[config.mk]
export PLATFORM = sky130hd
export DESIGN_NAME = serial_addsub
export DESIGN_NICKNAME = d
export VERILOG_FILES = /design/src/rtl/addsub_pkg.sv /design/src/rtl/addsub_cell.sv /design/src/rtl/serial_addsub.sv
export SDC_FILE = /design/constraint.sdc
export NUM_CORES = 1
export LEC_CHECK = 0
export ABC_AREA = 1
export ABC_CLOCK_PERIOD_IN_PS = 1150
export CORE_MARGIN = 5
export CORE_UTILIZATION = 43
export DETAILED_ROUTE_END_ITERATION = 8
export PLACE_DENSITY = 0.72
export SLEW_MARGIN = 25
export SYNTH_ARGS = -nofsm -noshare
export SYNTH_HDL_FRONTEND = slang
export SYNTH_SLANG_ARGS = --single-unit
[constraint.sdc]
create_clock -name clk -period 1.15 [get_ports clk]
set_input_delay 0.23 -clock clk [delete_from_list [all_inputs] [get_ports clk]]
set_output_delay 0.23 -clock clk [all_outputs]
set_load 0.01 [all_outputs]
[src/rtl/addsub_pkg.sv]
//------------------------------------------------------------------------------
// Module  : addsub_pkg
// Brief   : Shared opcode and state encodings for the bit-serial add/sub unit.
// Revision: 1.0
//------------------------------------------------------------------------------
`default_nettype none

package addsub_pkg;

    localparam logic OP_ADD = 1'b0;
    localparam logic OP_SUB = 1'b1;

    localparam logic [1:0] ST_IDLE = 2'd0;
    localparam logic [1:0] ST_RUN  = 2'd1;
    localparam logic [1:0] ST_DONE = 2'd2;

    typedef enum logic [1:0] {
        S_IDLE = ST_IDLE,
        S_RUN  = ST_RUN,
        S_DONE = ST_DONE
    } state_t;

endpackage

`default_nettype wire

[src/rtl/addsub_cell.sv]
//------------------------------------------------------------------------------
// Module  : addsub_cell
// Brief   : Combinational 1-bit full-adder / full-subtractor cell.
// Revision: 1.0
//------------------------------------------------------------------------------
`default_nettype none

module addsub_cell
    import addsub_pkg::*;
(
    input  logic x,
    input  logic y,
    input  logic cbin,
    input  logic op,
    output logic s,
    output logic cbout
);

    logic w_xy;

    assign w_xy  = x ^ y;
    assign s     = w_xy ^ cbin;
    assign cbout = (op == OP_SUB) ? ((~x & (y | cbin)) | (y & cbin))
                                  : ((x & y) | (cbin & w_xy));

endmodule

`default_nettype wire

[src/rtl/serial_addsub.sv]
//------------------------------------------------------------------------------
// Module  : serial_addsub
// Brief   : Bit-serial WIDTH-bit adder/subtractor, LSB-first, start/done handshake.
// Revision: 1.0
//------------------------------------------------------------------------------
`default_nettype none

module serial_addsub
    import addsub_pkg::*;
#(
    parameter int WIDTH = 8
) (
    input  logic             clk,
    input  logic             rst_n,
    input  logic             start,
    input  logic             op,
    input  logic [WIDTH-1:0] a,
    input  logic [WIDTH-1:0] b,
    output logic             ready,
    output logic             busy,
    output logic             done,
    output logic [WIDTH-1:0] result,
    output logic             cb_out
);

    localparam int             c_CW   = $clog2(WIDTH);
    localparam logic [c_CW-1:0] c_LAST = c_CW'(WIDTH - 1);

    state_t             r_state;
    state_t             w_state_nxt;
    logic [c_CW-1:0]    r_cnt;
    logic [WIDTH-1:0]   r_a;
    logic [WIDTH-1:0]   r_b;
    logic               r_op;
    logic               r_cb;
    logic [WIDTH-1:0]   r_result;
    logic               r_cb_out;
    logic               w_s;
    logic               w_cbout;
    logic               w_last;

    addsub_cell u_cell (
        .x     (r_a[0]),
        .y     (r_b[0]),
        .cbin  (r_cb),
        .op    (r_op),
        .s     (w_s),
        .cbout (w_cbout)
    );

    assign w_last = (r_cnt == c_LAST);

    always_ff @(posedge clk) begin
        if (!rst_n) begin
            r_state <= S_IDLE;
        end else begin
            r_state <= w_state_nxt;
        end
    end

    always_comb begin
        w_state_nxt = r_state;
        case (r_state)
            S_IDLE:  if (start) w_state_nxt = S_RUN;
            S_RUN:   if (w_last) w_state_nxt = S_DONE;
            S_DONE:  w_state_nxt = S_IDLE;
            default: w_state_nxt = S_IDLE;
        endcase
    end

    // Result bits are shifted into the vacated top of the a-register, so after
    // WIDTH steps r_a holds the full answer without a separate accumulator.
    always_ff @(posedge clk) begin
        if (!rst_n) begin
            r_cnt    <= '0;
            r_a      <= '0;
            r_b      <= '0;
            r_op     <= OP_ADD;
            r_cb     <= 1'b0;
            r_result <= '0;
            r_cb_out <= 1'b0;
        end else begin
            case (r_state)
                S_IDLE: begin
                    if (start) begin
                        r_a   <= a;
                        r_b   <= b;
                        r_op  <= op;
                        r_cb  <= 1'b0;
                        r_cnt <= '0;
                    end
                end
                S_RUN: begin
                    r_a   <= {w_s, r_a[WIDTH-1:1]};
                    r_b   <= {1'b0, r_b[WIDTH-1:1]};
                    r_cb  <= w_cbout;
                    r_cnt <= r_cnt + c_CW'(1);
                    if (w_last) begin
                        r_result <= {w_s, r_a[WIDTH-1:1]};
                        r_cb_out <= w_cbout;
                    end
                end
                default: ;
            endcase
        end
    end

    assign ready  = (r_state == S_IDLE);
    assign busy   = (r_state == S_RUN);
    assign done   = (r_state == S_DONE);
    assign result = r_result;
    assign cb_out = r_cb_out;

endmodule

`default_nettype wire

==> impl_results.md <==
* CTS sink count at 32
* Arr. time, crit path at 1560 ps
* Clk_lat worst skew at 340 ps
* Clock buffer depth at 2
* Most frequent cells in the layout: nand2_1, nor2_1, nand2_2
* Final core occ at 71.8%
* Initial Util at 45.1%
* CP required at 1380 ps
* Vias in the first global route at 1468
* Max Slew Vio Count at 0
* Synth area leader: dfxtp_1
* Outcome: finished, violations left
* Initial detailed-routing violation count at 117
* H-tree Lvls at 2
* Vias per inst at 4.82
* Final WS setup at -179 ps
* Total of max-cap violations at 0
* DR WL/cell at 14.5 um
* Most common cell after layout, fill and taps aside: nand2_1
* Final Hold Vio Count at 0
* Detailed Place HPWL at 2260 um
* Core area at 3420 sq um
* Ranking of synthesized cells by area: dfxtp_1, nand2_1, nor2_1
* Skew final at 10.0 ps
* Worst vdd ir at 0.640 mV
* Vias at 1508
* CTS clk-pin slew, worst paths at 90 ps
* RePlAce Congestion at 0.696
* Mapped Cells at 208
* Setup CP Type: reg -> reg
* Hold-fix buffers at CTS at 0
* Seq/Total Area, Yosys at 41.6%
* Gr usage total at 18.3%
* CP max stage delay at 370 ps
* # diodes at 0
* Mapped Area at 1540 sq um
* TritonCTS clock tree: yes
* Root cell of the clock tree: clkbuf_4
* Worst-Margin Slew at 236 ps
* # setup viols final at 24
* Setup TNS at -2010 ps
* CP Max Fanout at 5
* Syn Area/Cell at 7.41 sq um
* Initial antenna violation count at 0
* Layout area overhead at 59.0%
* Largest net degree at the start of global routing at 15
* Chip height at 69.9 um
* Synth Warn # at 0
* Row count at 21
* Slowest-stage cell, CP: dfxtp_4
* Slew headroom at 84.1%
* Placed cell area at 1980 sq um
* PD cells at 1100 nW/um^2
* Period utilization at 116%
* RSZ-0062 raised after global routing: true
* CP cell instances: inv_4, buf_6, o21ai_4, buf_6, buf_12, buf_12, nand2_2, inv_1, nor2_1, nor2_1
* Final Instance Area at 2450 sq um
* Violated checks: setup timing
* Fin nets at 291
* Die area at 4880 sq um
* Die Wd at 69.9 um
* Final Critical Period at 1330 ps
* Leak at 1.10 nW
* Worst setup EP type: register
* First drt pass iteration count at 4
* Post-synth top area share at 41.6%
* Total gr overflow at 0
* Post-route ant nets at 0
* Synth Register Bits at 32
* DRC violations left at 0
* Synth Net Count at 232
* First-pass GRT wire length at 7020 um
* Distinct cells, synth at 23
* Layout cells sized above 1 at 46.4%
* IO Count at 32
* IO buf count at 31
* Final wirelength at 4550 um
* Crit path launch type: register
* Fmax at 0.752 GHz
* Total CTS buffers at 5
* Worst Hold Class: in -> reg
==> where the power goes <==
group | switching (mW) | total, mW | internal (mW)
Combinational | 0.376 | 0.765 | 0.389
Clock | 0.380 | 0.726 | 0.346
Sequential | 0.0338 | 1.20 | 1.17
==> kinds of logic (layout without fill, tap and decap cells) <==
| logic type | count (synthesis) | after routing | synth area share [%] |
|---|---|---|---|
| flip-flops | 32 | 32 | 41.6 |
| buffers and inverters | 32 | 91 | 11.1 |
| AO/OA/AOI/OAI | 30 | 30 | 12.3 |
| adder cells (fa/ha/maj) | 4 | 4 | 4.22 |
| AND/OR/NAND/NOR | 110 | 110 | 30.8 |
==> per-stage QoR <==
| stage | cells | setup WS [ps] | power (mW) | hold WS [ps] |
|---|---|---|---|---|
| 6_report | 313 | -179 | 2.69 | 448 |
| 4_1_cts | 310 | -147 | 2.61 | 449 |
| 5_1_grt | 313 | -239 | 2.81 | 488 |
| 3_3_place_gp | 293 | -165 | 1.70 | 455 |
| 3_5_place_dp | 293 | -208 | 1.71 | 458 |
| 2_1_floorplan | 208 | -99.7 | 1.53 | 373 |
==> sequential cells by signal, summed over array words and instances, names as in the netlist <==
| signal | cells |
|---|---|
| r_cb | 1 |
| r_b | 8 |
| result | 8 |
| r_op | 1 |
| cb_out | 1 |
| r_state | 2 |
| r_cnt | 3 |
| r_a | 8 |
==> synth_stat cells, drive strengths merged <==
cell    number
o21a         1
nand2       61
a21oi        5
o21ai       24
fa           2
buf          8
ha           2
inv         23
clkbuf       1
nor2        38
dfxtp       32
nand3       11
==> worst max-delay path: cells and delay by family (launching register included) <==
kind / cells / cell delay, ps
flip-flops: 1 / 370
buffers and inverters: 6 / 590
AND/OR/NAND/NOR: 3 / 230
AO/OA/AOI/OAI: 1 / 60
==> final cells by class <==
cell class / instances / area, sq um
clock buffers: 7 / 65.1
fillers: 253 / 965
inverters: 23 / 88.8
multi-input cells: 144 / 902
flip-flops and latches: 32 / 658
well taps: 46 / 57.6
repair buffers: 61 / 679
==> metal layers <==
layer	part of all wire [%]	track usage [%]
met5	0	0
met4	1.6	5.96
met3	4.6	4.02
met2	53	33.3
met1	41	21.0
==> worst paths after layout <==
kind,startpoint,cells past startpoint,slack [ps],to
max,r_state[1],10,-180,r_a[7]
min,b[7],3,450,r_b[7]
max reg2reg,r_state[1],10,-180,r_a[7]
min reg2reg,r_b[7],2,470,r_b[7]
==> repair_timing <==
| item | in CTS | in global routing |
|---|---|---|
| pin swaps | 7 | 21 |
| gates resized for setup | 82 | 44 |
| setup endpoints to repair | 38 | 39 |
| cloned | 5 | 1 |
| setup buffers | 5 | 4 |
No activity file was read; power rests on OpenSTA's default activity.
